`src/rtl/fetch_pkg.sv`:
```
// fetch_pkg: shared widths, FSM state type and fetch buffer entry layout for the fetch stage
package fetch_pkg;
  localparam int XLEN = 32;
  localparam int INSTR_BYTES = 4;
  typedef enum logic {RUN, DRAIN} fetch_state_t;
  typedef struct packed {
    logic [XLEN-1:0] pc;
    logic [XLEN-1:0] instr;
  } fetch_entry_t;
endpackage

```
`src/rtl/fetch_fifo.sv`:
```
// fetch_fifo: sync FIFO (clk, rst, flush_i, push_i/wdata_i, pop_i/rdata_o, full_o, empty_o, count_o); push allowed when full if popping, rdata_o is 0 when empty
module fetch_fifo #(
  parameter int W = 32,
  parameter int DEPTH = 2
) (
  input  logic                     clk,
  input  logic                     rst,
  input  logic                     flush_i,
  input  logic                     push_i,
  input  logic [W-1:0]             wdata_i,
  input  logic                     pop_i,
  output logic [W-1:0]             rdata_o,
  output logic                     full_o,
  output logic                     empty_o,
  output logic [$clog2(DEPTH):0]   count_o
);
  localparam int AW = $clog2(DEPTH);
  localparam int CW = AW + 1;
  logic [W-1:0] mem_q [DEPTH];
  logic [AW-1:0] wr_q, rd_q;
  logic [CW-1:0] cnt_q;
  logic do_push, do_pop;
  assign full_o = cnt_q == CW'(DEPTH);
  assign empty_o = cnt_q == '0;
  assign count_o = cnt_q;
  assign do_pop = pop_i & ~empty_o;
  assign do_push = push_i & (~full_o | do_pop);
  assign rdata_o = empty_o ? '0 : mem_q[rd_q];
  always_ff @(posedge clk) begin
    if (rst || flush_i) begin
      wr_q <= '0;
      rd_q <= '0;
      cnt_q <= '0;
    end else begin
      if (do_push) wr_q <= wr_q + 1'b1;
      if (do_pop) rd_q <= rd_q + 1'b1;
      cnt_q <= cnt_q + CW'(do_push) - CW'(do_pop);
    end
  end
  always_ff @(posedge clk) if (do_push) mem_q[wr_q] <= wdata_i;
endmodule

```
`src/rtl/fetch_stage.sv`:
```
// fetch_stage: credit-limited instruction fetch (pc_cur -> pc_next/pc_we, imem req/resp, redirect, if_* decode handshake) with RUN/DRAIN FSM
module fetch_stage
  import fetch_pkg::*;
#(
  parameter int DEPTH = 2
) (
  input  logic            clk,
  input  logic            rst,
  input  logic [XLEN-1:0] pc_cur,
  output logic [XLEN-1:0] pc_next,
  output logic            pc_we,
  output logic            imem_req_valid,
  input  logic            imem_req_ready,
  output logic [XLEN-1:0] imem_req_addr,
  input  logic            imem_resp_valid,
  input  logic [XLEN-1:0] imem_resp_data,
  input  logic            redirect_valid,
  input  logic [XLEN-1:0] redirect_pc,
  output logic            if_valid,
  input  logic            if_ready,
  output logic [XLEN-1:0] if_pc,
  output logic [XLEN-1:0] if_instr
);
  localparam int CW = $clog2(DEPTH) + 1;
  fetch_state_t state_q, state_d;
  logic [CW-1:0] out_q, out_d, buf_cnt, tag_cnt;
  logic active_q, accept, resp, resp_run, pop;
  logic buf_empty, buf_full, tag_empty, tag_full;
  logic [XLEN-1:0] tag_pc;
  fetch_entry_t head, wr_entry;
  logic unused;
  assign unused = ^{buf_full, tag_empty, tag_full, tag_cnt};
  assign imem_req_addr = pc_cur;
  // active_q holds requests off for one cycle after reset so the post-reset cycle is quiet
  assign imem_req_valid = ~rst & active_q & (state_q == RUN) & ~redirect_valid & ((out_q + buf_cnt) < CW'(DEPTH));
  assign accept = imem_req_valid & imem_req_ready;
  assign pc_we = ~rst & (redirect_valid | accept);
  assign pc_next = redirect_valid ? redirect_pc : pc_cur + XLEN'(INSTR_BYTES);
  // responses are only meaningful while something is outstanding
  assign resp = imem_resp_valid & (out_q != '0);
  assign resp_run = resp & (state_q == RUN);
  assign if_valid = ~rst & ~buf_empty;
  assign pop = if_valid & if_ready;
  assign if_pc = if_valid ? head.pc : '0;
  assign if_instr = if_valid ? head.instr : '0;
  assign wr_entry = '{pc: tag_pc, instr: imem_resp_data};
  assign out_d = out_q + CW'(accept) - CW'(resp);
  assign state_d = (out_d == '0) ? RUN : redirect_valid ? DRAIN : state_q;
  always_ff @(posedge clk) begin
    if (rst) begin
      state_q <= RUN;
      out_q <= '0;
      active_q <= 1'b0;
    end else begin
      state_q <= state_d;
      out_q <= out_d;
      active_q <= 1'b1;
    end
  end
  fetch_fifo #(.W($bits(fetch_entry_t)), .DEPTH(DEPTH)) u_buf (
    .clk(clk), .rst(rst), .flush_i(redirect_valid),
    .push_i(resp_run), .wdata_i(wr_entry), .pop_i(pop),
    .rdata_o(head), .full_o(buf_full), .empty_o(buf_empty), .count_o(buf_cnt)
  );
  fetch_fifo #(.W(XLEN), .DEPTH(DEPTH)) u_tag (
    .clk(clk), .rst(rst), .flush_i(redirect_valid),
    .push_i(accept), .wdata_i(pc_cur), .pop_i(resp_run),
    .rdata_o(tag_pc), .full_o(tag_full), .empty_o(tag_empty), .count_o(tag_cnt)
  );
endmodule

```
`config.mk`:
```
export PLATFORM = sky130hd
export DESIGN_NAME = fetch_stage
export DESIGN_NICKNAME = d
export VERILOG_FILES = /design/src/rtl/fetch_pkg.sv /design/src/rtl/fetch_fifo.sv /design/src/rtl/fetch_stage.sv
export SDC_FILE = /design/constraint.sdc
export NUM_CORES = 1
export LEC_CHECK = 0
export ABC_AREA = 1
export BUFFER_PORTS_ARGS = -buffer_cell sky130_fd_sc_hd__buf_2
export CELL_PAD_IN_SITES_DETAIL_PLACEMENT = 1
export CELL_PAD_IN_SITES_GLOBAL_PLACEMENT = 2
export CORE_MARGIN = 1.5
export CORE_UTILIZATION = 36
export DETAILED_ROUTE_END_ITERATION = 8
export PLACE_DENSITY_LB_ADDON = 0.1
export SYNTH_ARGS = -nofsm -noshare
export SYNTH_HDL_FRONTEND = slang
export SYNTH_HIERARCHICAL = 1
export SYNTH_SLANG_ARGS = --single-unit
```
`constraint.sdc`:
```
create_clock -name clk -period 13.2 [get_ports clk]
set_input_delay 1.98 -clock clk [delete_from_list [all_inputs] [get_ports clk]]
set_output_delay 1.98 -clock clk [all_outputs]
set_load 0.05 [all_outputs]
```
## Word level (Yosys, flattened, before mapping)

Memories as Yosys holds them, arrays and structs flattened. A register that Yosys moved wholly into a read port is not among the register bits.
Index checks and enable logic that the tools add are counted.

- Register bits: 12
- Bits in latches: 0
- Memory bits (writable): 192
- ROM bits: 0
- Output and inout port bits: 131
- Logic and storage cells: 70
- Memories kept: 2

- Add/subtract/negate cells: 12
- Multiply operators: 0
- Div/mod/pow operators: 0
- $lt $le $gt $ge: 1
- Equal/unequal tests: 2
- Shift-type cells: 0
- Multiplexer cells: 14
- Bitwise operators: 24
- Reduce and logical (&&, ||, !) cells: 6

Memory list:

| memory | depth | bits a word | rd ports | clocked after memory_dff | wr ports | line | text |
|---|---|---|---|---|---|---|---|
| u_buf.mem_q | 2 | 64 | 1 | 1 | 1 | fetch_fifo.sv:19 | `logic [W-1:0] mem_q [DEPTH];` |
| u_tag.mem_q | 2 | 32 | 1 | 1 | 1 | fetch_fifo.sv:19 |  |

Operator list:

| kind | number |
|---|---|
| 32-bit two-way mux | 4 |
| 64-bit two-way mux | 1 |
| 32-bit by 3-bit adder with 32-bit output, second input constant | 1 |
| 1-bit AND | 14 |
| 1-bit two-way mux | 9 |
| 1-bit inverter | 7 |
| 2-bit by 1-bit adder with 2-bit output | 3 |
| 2-bit zero test | 3 |
| 2-bit by 1-bit subtractor with 2-bit output | 3 |
| 1-bit adder, second input constant | 4 |
| 2-bit equality test, second input constant | 2 |
| 1-bit bitwise OR | 3 |
| 2-bit adder | 1 |
| 2-bit < comparator, second input constant | 1 |
| 2-bit nonzero test | 1 |
| 2-bit OR reduction | 1 |
| 1-bit logical OR | 1 |

## Depth between registers and ports, before layout

Gate-level depths: netlist of run 1.

- Depth in word-level cells: 10
- Depth in mapped cells: 17
- Mapped depth without buffers: 16

## Cells and area by module

Netlist of run 1, hierarchy kept.

Modules (own cells, without submodules):

| module | instances | cells an instance | area an instance (µm²) | sequential area each (µm²) |
|---|---|---|---|---|
| fetch_fifo at u_buf | 1 | 383 | 5263.8 | 3943.8 |
| fetch_fifo at u_tag | 1 | 212 | 2662.6 | 2021.9 |
| fetch_stage | 1 | 478 | 2253.4 | 80.1 |

## Worst setup path after synthesis of run 1

OpenSTA, ideal clock, no wires.

- Kind: input -> register
- From: in rst
- To: mem u_buf/mem_q[1][0] (netlist bit), enable pin
- Arrival: 6.031 ns
- Slack: 6.682 ns
- Stages on the path: 8
- Path through: nor2_1 inv_1 buf_2 nor2_1 inv_1 nand3_1 nand2_1 nor2_1

- Word-level cells in the longest chain between the ends: 8

Ends and longest elaborated chain:

| element | line | text |
|---|---|---|
| from (decl) | fetch_stage.sv:8 | `input logic rst,` |
| 1-bit inverter | fetch_stage.sv:42 | `assign if_valid = ~rst & ~buf_empty;` |
| 1-bit AND | fetch_stage.sv:42 |  |
| 1-bit AND | fetch_stage.sv:43 | `assign pop = if_valid & if_ready;` |
| net pop | fetch_stage.sv:27 | `logic active_q, accept, resp, resp_run, pop;` |
| 1-bit AND | fetch_fifo.sv:26 | `assign do_pop = pop_i & ~empty_o;` |
| 1-bit bitwise OR | fetch_fifo.sv:27 | `assign do_push = push_i & (~full_o \| do_pop);` |
| 1-bit AND | fetch_fifo.sv:27 |  |
| 1-bit two-way mux | fetch_fifo.sv:40 | `always_ff @(posedge clk) if (do_push) mem_q[wr_q] <= wdata_i;` |
| 1-bit two-way mux (implied by the code) | fetch_fifo.sv:40 |  |
| to (decl) | fetch_fifo.sv:19 |  |

The timed path passes the listed nets, and every way through them passes these cells.

## Worst setup path in the final report of run 1

- From: in redirect_valid
- To: out pc_next[7]

- Word-level cells in the longest chain between the ends: 1

Ends and longest elaborated chain:

| element | line | text |
|---|---|---|
| from (decl) | fetch_stage.sv:17 | `input logic redirect_valid,` |
| 32-bit two-way mux | fetch_stage.sv:38 | `assign pc_next = redirect_valid ? redirect_pc : pc_cur + XLEN'(INSTR_BYTES);` |
| to (decl) | fetch_stage.sv:10 | `output logic [XLEN-1:0] pc_next,` |

Every way passes these cells.

==> results.json, run 1 <==
{
  "clockBufferDepth": 3,
  "clkLatencyLatePin_ns": 0.49,
  "grt_antenna_before_repair": 0,
  "cts.clk_slew.worst_paths_ns": 0.06,
  "grt_usage_pct": 16.98,
  "hold_buffers": 0,
  "critPathSlowestCell": "clkinv_1",
  "layout.cell_area.non_filler_um2": 12030,
  "yosysWarningCount": 6,
  "power_density_nw_per_um2": 132.9,
  "layout.filler_cells": 3348,
  "initial_utilization_pct": 36.62,
  "vdd_drop_max_v": 0.00006963,
  "path_delay_family": "buffers and inverters",
  "wl_mm": 24.79,
  "critPathBufInv": 3,
  "grt_setup_unrepaired": "false",
  "vias": 7536,
  "ant_nets": 0,
  "die_area_um2": 29270,
  "timing.critical_path.cells": "buf_2 > clkinv_1 > a31oi_1 > buf_2",
  "timing.final.setup_violations": 0,
  "placeableCoreArea_um2": 27780,
  "post-cts-setup-buffers": 0,
  "drt_pass1_iterations": 4,
  "layout-drive-gt1-share_pct": 27.80,
  "worstSetupStartpointType": "input port",
  "relSlewSlack_pct": 34.43,
  "total_power_w": 0.001599,
  "total_leakage_power_nw": 4.762,
  "critical-path-max-stage-delay_ns": 0.89,
  "portBuffers": 232,
  "antenna_cells_inserted": 0,
  "clk_root_buffer_cell": "clkbuf_16",
  "via_count_of_the_first_global_routing_pass": 7511,
  "cp_data_required_time_ns": 11.22,
  "floorplan.die.height_um": 171.1,
  "dpl_cell_area_um2": 11370,
  "worstHoldPathType": "flip-flop to flip-flop",
  "fin_crit_sh_pct": 46.58,
  "hpwl_mm": 17.13,
  "maxClockFrequency_mhz": 162.6,
  "number_of_core_rows": 61,
  "worst_slew_pin_tran_ns": 0.9825,
  "post_cts_resize_count": 0,
  "first_pass_grt_wire_length_mm": 38.95,
  "synth_nets": 1178,
  "tritoncts.num_buffers": 22,
  "die_width_um": 171.1,
  "finalWorstPathRequiredPeriod_ns": 6.148,
  "average_wire_per_standard_cell_um": 14.98,
  "arrival_worst_endpoint_ns": 4.17,
  "pin_count": 233,
  "max_cap_viol_count": 0,
  "tritoncts_num_sinks": 206,
  "tritoncts": "built",
  "final-hold-violation-count": 0,
  "crit_type": "input port to output pin",
  "synthesized_area_per_cell_um2": 9.498,
  "remaining_drc_errors": 0,
  "r2r_slack_ns": 10.00,
  "fin_nets": 1369,
  "netlist_instances": 1071,
  "detailed_route_vias_per_instance": 4.553,
  "gp_congestion": 0.7870,
  "fin_worst_skew_ns": 0.006824,
  "status": "complete, no violations",
  "globalRouteOverflowTotal": 0,
  "layout-area-overhead-vs-synth_pct": 18.25,
  "path_max_fanout": 44,
  "final-max-slew-violation-count": 0,
  "post_synth_instance_area_um2": 10170,
  "most_numerous_cell_on_the_critical_path": "buf_2",
  "initialDrtViolationCount": 268,
  "timing.critical_path.to_type": "output pin",
  "setup-tns-final_ns": 0,
  "grt_start_max_net_pins": 66,
  "cts_htree_levels": 1
}
## placed cells by master (no fill, tap or decap), types with 3 or more instances in the layout
cell type  count
clkinv_2       3
dfxtp_1       13
o21ai_0       10
buf_4         10
nor3b_1        3
nor2_2         9
clkinv_1       8
nand3_1       36
nand2_2        3
a21oi_2       50
nor2_1       112
inv_2          3
clkbuf_1       4
or2_2          3
and2_1         3
edfxtp_1     192
clkbuf_16     23
a21oi_1       52
nor2_4        13
buf_2        232
xor2_1         4
ha_1           5
nand2_1      353
inv_1        114
## cell type report
type / count / area (um2) / share of cell area, %
Tap cell: 378 / 473.0 / 3.932
Multi-Input combinational cell: 672 / 3171 / 26.36
Clock inverter: 10 / 41.29 / 0.3433
Timing Repair Buffer: 242 / 1236 / 10.28
Inverter: 118 / 442.9 / 3.682
Sequential cell: 206 / 6047 / 50.27
Clock buffer: 29 / 618.1 / 5.138
## through the flow
| step | hold slack (ns) | setup slack [ns] | std cells | util (%) |
|---|---|---|---|---|
| floorplan | 0.4380 | 6.682 | 1071 | - |
| global placement | 0.4526 | 6.979 | 1616 | 40.93 |
| detailed placement | 0.4623 | 6.937 | 1616 | 40.93 |
| CTS | 0.4708 | 6.919 | 1655 | 43.30 |
| global route | 0.5086 | 6.739 | 1655 | 43.30 |
| finish | 0.4683 | 7.052 | 1655 | 43.30 |
## final timing paths
kind | start | endpoint | cells after the start
setup reg to reg | u_buf/count_o[1]$_SDFF_PP0_ | u_buf/mem_q[1][8]$_DFFE_PP_ | 11
hold / removal | u_buf/wr_q$_SDFFE_PP0P_ | u_buf/wr_q$_SDFFE_PP0P_ | 2
setup / recovery | redirect_valid | pc_next[7] | 4
hold reg to reg | u_buf/wr_q$_SDFFE_PP0P_ | u_buf/wr_q$_SDFFE_PP0P_ | 2
## where the power goes
| group | total, W | switching, W | internal (W) |
|---|---|---|---|
| logic | 0.000247 | 0.000184 | 0.0000627 |
| clock network | 0.000554 | 0.000227 | 0.000326 |
| registers | 0.000798 | 0.0000154 | 0.000783 |
## registers in the layout, indices dropped and copies added (netlist names), 2 cells and up, named ones only
register and flops:
u_buf/count_o 2, u_tag/mem_q 64, u_tag/count_o 2, u_buf/mem_q 128
out_q 2
## worst register-to-register path: cells and delay by family (launching register included)
kind,cells,cell delay [ns]
simple gates,6,0.86
buf+inv,5,1.46
flops,1,0.48
## metal layers
metal	share of wire, %	GRT usage, %	vias up
li1	-	-	3791
met3	5.8	3.007	21
met5	0	0	-
met2	47	29.11	214
met1	46	22.38	3510
met4	1.2	3.814	0
(Power assumes the default switching activity.)
==> inputs of run 2 (changes only) <==
- ABC_AREA: 1 -> 0
- CORE_UTILIZATION: 36 -> 32
- clock period: 13.2 -> 5.6 ns (I/O delays scaled with it)
==> results.json, run 2 <==
{
  "hpwl_mm": 15.48,
  "synth_nets": 865,
  "power.share.sequential_pct": 49.5,
  "worstHoldPathType": "flip-flop to flip-flop",
  "sequential_cell_area_um2": 6051,
  "finalWorstPathRequiredPeriod_ns": 3.893,
  "power.share.clock_pct": 37.6,
  "layout.cells.most_common": "buf_2",
  "tritoncts_num_sinks": 206,
  "post-cts-setup-buffers": 0,
  "globalRouteOverflowTotal": 0,
  "netlist_instances": 758,
  "max_cap_viol_count": 0,
  "wl_mm": 23.06,
  "vdd_drop_max_v": 0.0001943,
  "pin_count": 233,
  "hold_path.startpoint": "u_tag/rd_q$_SDFFE_PP0N_",
  "internal_power_w": 0.002764,
  "vias": 6282,
  "combined_area_of_the_multi_input_logic_cells_um2": 3080,
  "timing.critical_path.to_type": "output pin",
  "maxClockFrequency_mhz": 256.8,
  "critical_path.reg2reg.endpoint": "u_buf/mem_q[1][2]$_DFFE_PP_",
  "max_reg_flops": 128,
  "crit_type": "input port to output pin",
  "netSwitchingPower_w": 0.0009199,
  "first_pass_grt_wire_length_mm": 35.36,
  "grt_setup_unrepaired": "false",
  "floorplan.die.height_um": 176.1,
  "clockBufferDepth": 3,
  "final-max-slew-violation-count": 0,
  "tritoncts.num_buffers": 22,
  "yosysWarningCount": 6,
  "timing.final.setup_violations": 0,
  "clk_root_buffer_cell": "clkbuf_16",
  "final-hold-violation-count": 0,
  "fin_worst_skew_ns": 0.01202,
  "grt_antenna_before_repair": 0,
  "worstSetupStartpointType": "input port",
  "r2r_slack_ns": 2.49,
  "remaining_drc_errors": 0,
  "clkLatencyLatePin_ns": 0.50,
  "arrival_worst_endpoint_ns": 3.05,
  "largestRegisters": "u_buf/mem_q x128, u_tag/mem_q x64",
  "layout-area-overhead-vs-synth_pct": 20.66,
  "layout_common_cells": "buf_2, edfxtp_1, nor2_1, mux2i_1, and2_1",
  "fin_crit_sh_pct": 69.52,
  "hold_buffers": 0,
  "cts_htree_levels": 1,
  "die_width_um": 176.1,
  "worst_slew_pin_tran_ns": 1.098,
  "status": "complete, no violations",
  "pre_cts_slack_ns": 1.666,
  "netSwitchingFraction_pct": 24.97,
  "placeableCoreArea_um2": 29560,
  "dpl_cell_area_um2": 10880,
  "portBuffers": 232,
  "r2r_worst_path_depth": 7,
  "setup-tns-final_ns": 0,
  "cp_data_required_time_ns": 4.76,
  "grt_start_max_net_pins": 67,
  "top_register": "u_buf/mem_q",
  "drt_pass1_iterations": 4,
  "rr_startpoint": "u_buf/count_o[1]$_SDFF_PP0_",
  "grt_usage_pct": 14.57,
  "finish.utilization_pct": 39.15,
  "tritoncts": "built",
  "layout.cell_area.non_filler_um2": 11570,
  "relSlewSlack_pct": 26.71,
  "setup_ws_ns": 1.707,
  "via_count_of_the_first_global_routing_pass": 6142,
  "cts.clk_slew.worst_paths_ns": 0.06,
  "ant_nets": 0,
  "layout-drive-gt1-share_pct": 30.31,
  "path_max_fanout": 14,
  "initialDrtViolationCount": 262,
  "power_density_nw_per_um2": 318.3,
  "number_of_core_rows": 63,
  "whs_path_depth": 2,
  "total_leakage_power_nw": 4.244,
  "post_synth_instance_area_um2": 9592,
  "fin_nets": 1054,
  "average_wire_per_standard_cell_um": 17.06,
  "share_comb_of_total_power_pct": 12.9,
  "layout.filler_cells": 3209,
  "initial_utilization_pct": 32.45,
  "gp_congestion": 0.7095,
  "die_area_um2": 31020,
  "post_cts_resize_count": 0,
  "detailed_route_vias_per_instance": 4.646,
  "synthesized_area_per_cell_um2": 12.65
}
[run 2: changes by cell type in the layout (fill, tap and decap cells not counted), moves of 23 or more]
cell | before | now
nand2_1 | 353 | 25
a21oi_1 | 52 | 3
and2_1 | 3 | 67
a21oi_2 | 50 | 0
nand3_1 | 36 | 13
inv_1 | 114 | 10
mux2i_1 | 0 | 96
[run 2: final cells by class]
class,instances,area share [%]
Antenna cell,2,0.04324
Clock buffer,27,5.103
Clock inverter,10,0.8216
Inverter,10,0.3243
Multi-Input combinational cell,468,26.62
Sequential cell,206,52.28
Tap cell,390,4.216
Timing Repair Buffer,239,10.59
[run 2: per-stage QoR]
step                      hold slack [ns]  instances  power [W]
final                              0.5048       1352   0.003684
after global routing               0.5060       1350   0.003845
after CTS                          0.5031       1350   0.003744
after detailed placement           0.4951       1313   0.002340
after global placement             0.4879       1313   0.002335
after floorplan                    0.4633        758   0.002192
[run 2: power by group through the flow]
stage | logic [W] | clock network, W | registers, W
3_3_place_gp | 0.000481 | 0 | 0.00185
6_report | 0.000475 | 0.00138 | 0.00182
4_1_cts | 0.000485 | 0.00143 | 0.00183
2_1_floorplan | 0.000330 | 0 | 0.00186
5_1_grt | 0.000523 | 0.00149 | 0.00183
3_5_place_dp | 0.000482 | 0 | 0.00186
[run 2: how the worst max path moves through the flow]
stage,startpoint,to,slack (ns)
2_1_floorplan,rst,u_buf/mem_q[0][0]$_DFFE_PP_,0.88
3_3_place_gp,pc_cur[2],pc_next[28],1.69
3_5_place_dp,pc_cur[2],pc_next[28],1.67
4_1_cts,pc_cur[2],pc_next[28],1.67
5_1_grt,pc_cur[2],pc_next[26],1.54
6_report,pc_cur[2],pc_next[28],1.71
[run 2: worst max-delay path, stage by stage]
cell     delay [ns]
buf_2          0.15
ha_1           0.23
and4_2         0.31
nand4_1        0.43
or4_1          0.63
a31oi_1        0.16
buf_2          0.29
[run 2: layer usage]
layer	part of all wire, %	track usage [%]
met4	1.4	3.276
met3	6.8	2.519
met5	0	0
met2	43	22.52
met1	49	21.28
==> inputs of run 3 (changes only) <==
- ABC_AREA: 0 -> 1
- CORE_UTILIZATION: 32 -> 33
- clock period: 5.6 -> 4 ns (I/O delays scaled with it)
==> results.json, run 3 (synthesis results as in run 1) <==
{
  "status": "complete, no violations",
  "drt_pass1_iterations": 4,
  "wl_mm": 25.87,
  "grt_usage_pct": 16.40,
  "clockBufferDepth": 3,
  "critPathBufInv": 4,
  "via_count_of_the_first_global_routing_pass": 7621,
  "grt_antenna_before_repair": 0,
  "fin_hold_ws_ns": 0.2813,
  "worstSetupStartpointType": "flip-flop",
  "timing.critical_path.cells": "nor2_4 > buf_4 > buf_4 > a21oi_1 > inv_1 > nor2_1 > buf_2",
  "cts_htree_levels": 1,
  "max_reg_flops": 128,
  "final-hold-violation-count": 0,
  "remaining_drc_errors": 0,
  "largestRegisters": "u_buf/mem_q x128, u_tag/mem_q x64",
  "path_max_fanout": 36,
  "vdd_drop_max_v": 0.0002878,
  "most_numerous_cell_on_the_critical_path": "buf_4",
  "maxClockFrequency_mhz": 314.7,
  "post_cts_resize_count": 0,
  "crit_type": "flip-flop to output pin",
  "grt_setup_unrepaired": "false",
  "floorplan.die.height_um": 178.6,
  "hpwl_mm": 18.15,
  "post-cts-setup-buffers": 0,
  "cts.clk_slew.worst_paths_ns": 0.06,
  "layout-drive-gt1-share_pct": 28.25,
  "portBuffers": 232,
  "timing.final.setup_violations": 0,
  "initialDrtViolationCount": 241,
  "power_density_nw_per_um2": 449.2,
  "critPathSlowestCell": "buf_4",
  "detailed_route_vias_per_instance": 4.500,
  "relSlewSlack_pct": 34.66,
  "tritoncts": "built",
  "layout-area-overhead-vs-synth_pct": 19.66,
  "tritoncts.num_buffers": 23,
  "max_cap_viol_count": 0,
  "path_delay_family": "buffers and inverters",
  "die_width_um": 178.6,
  "finalWorstPathRequiredPeriod_ns": 3.178,
  "die_area_um2": 31890,
  "timing.critical_path.to_type": "output pin",
  "fin_worst_skew_ns": 0.01747,
  "vias": 7565,
  "average_wire_per_standard_cell_um": 15.39,
  "clk_root_buffer_cell": "clkbuf_16",
  "total_leakage_power_nw": 4.814,
  "grt_start_max_net_pins": 65,
  "initial_utilization_pct": 33.43,
  "fin_nets": 1375,
  "globalRouteOverflowTotal": 0,
  "number_of_core_rows": 64,
  "antenna_cells_inserted": 0,
  "ant_nets": 0,
  "tritoncts_num_sinks": 206,
  "gp_congestion": 0.7126,
  "top_register": "u_buf/mem_q",
  "setup-tns-final_ns": 0,
  "critical-path-max-stage-delay_ns": 0.54,
  "pin_count": 233,
  "fin_crit_sh_pct": 79.45,
  "cp_data_required_time_ns": 3.40,
  "clkLatencyLatePin_ns": 0.51,
  "layout.cells.most_common": "nand2_1",
  "hold_buffers": 0,
  "first_pass_grt_wire_length_mm": 40.68,
  "arrival_worst_endpoint_ns": 2.58,
  "worstHoldPathType": "input port to flip-flop",
  "final-max-slew-violation-count": 0,
  "placeableCoreArea_um2": 30430,
  "worst_slew_pin_tran_ns": 0.9790,
  "layout_common_cells": "nand2_1, buf_2, edfxtp_1, inv_1, nor2_1"
}
-- run 3: cell types whose count changed in the layout (fill, tap and decap cells not counted), sizes merged, moves of 12 or more --
cell / delta
o21ai: -17
a21oi: +99
mux2i: -96
nand2: +333
and2: -63
nand3: +22
a31oi: -12
inv: +109
-- run 3: cell type report --
class                           count  area (um2)
Clock inverter                     13       118.9
Multi-Input combinational cell    672        3171
Sequential cell                   206        6047
Clock buffer                       29       598.1
Inverter                          118       442.9
Timing Repair Buffer              247        1299
Tap cell                          396       495.5
Fill cell                        3599       18260
-- run 3: report_power, final --
group	internal [W]	total [W]	switching, W
Clock	0.00119	0.00198	0.000795
Combinational	0.000224	0.000853	0.000628
Sequential	0.00258	0.00263	0.0000527
Total	0.00399	0.00547	0.00148
-- run 3: worst register-to-register path, cell delays in order, from the launching register on --
cell and delay, ns:
dfxtp_1 0.41, inv_1 0.10, a211oi_1 0.73, nand2_1 0.27, nor2_4 0.39, buf_4 0.37
-- run 3: through the flow --
step / total power, W / instance area (um2) / setup WS [ns] / instances / utilization (%)
floorplan: 0.003289 / 10180 / 0.2749 / 1071 / -
global placement: 0.003527 / 11450 / 1.287 / 1639 / 37.64
detailed placement: 0.003548 / 11450 / 1.233 / 1639 / 37.64
CTS: 0.005556 / 12170 / 0.7564 / 1681 / 40.00
global route: 0.005726 / 12170 / 0.6332 / 1681 / 40.00
finish: 0.005468 / 12170 / 0.8221 / 1681 / 40.00
-- run 3: final timing paths --
path	slack, ns	depth (start not counted)	endpoint	start
worst max register to register	1.40	5	u_buf/mem_q[1][6]$_DFFE_PP_	out_q[1]$_SDFF_PP0_
worst max-delay path	0.82	7	if_pc[31]	u_buf/count_o[1]$_SDFF_PP0_
worst min register to register	0.47	2	u_buf/wr_q$_SDFFE_PP0P_	u_buf/wr_q$_SDFFE_PP0P_
worst min-delay path	0.28	1	u_buf/mem_q[0][26]$_DFFE_PP_	imem_resp_data[26]
-- run 3: layer usage --
layer  routed length (um)  vias up  track usage [%]
li1                     -     3812                -
met1                12150     3513            22.24
met2                12120      209            27.94
met3                 1233       31            2.131
met4                  370        0            3.542
met5                    0        -                0
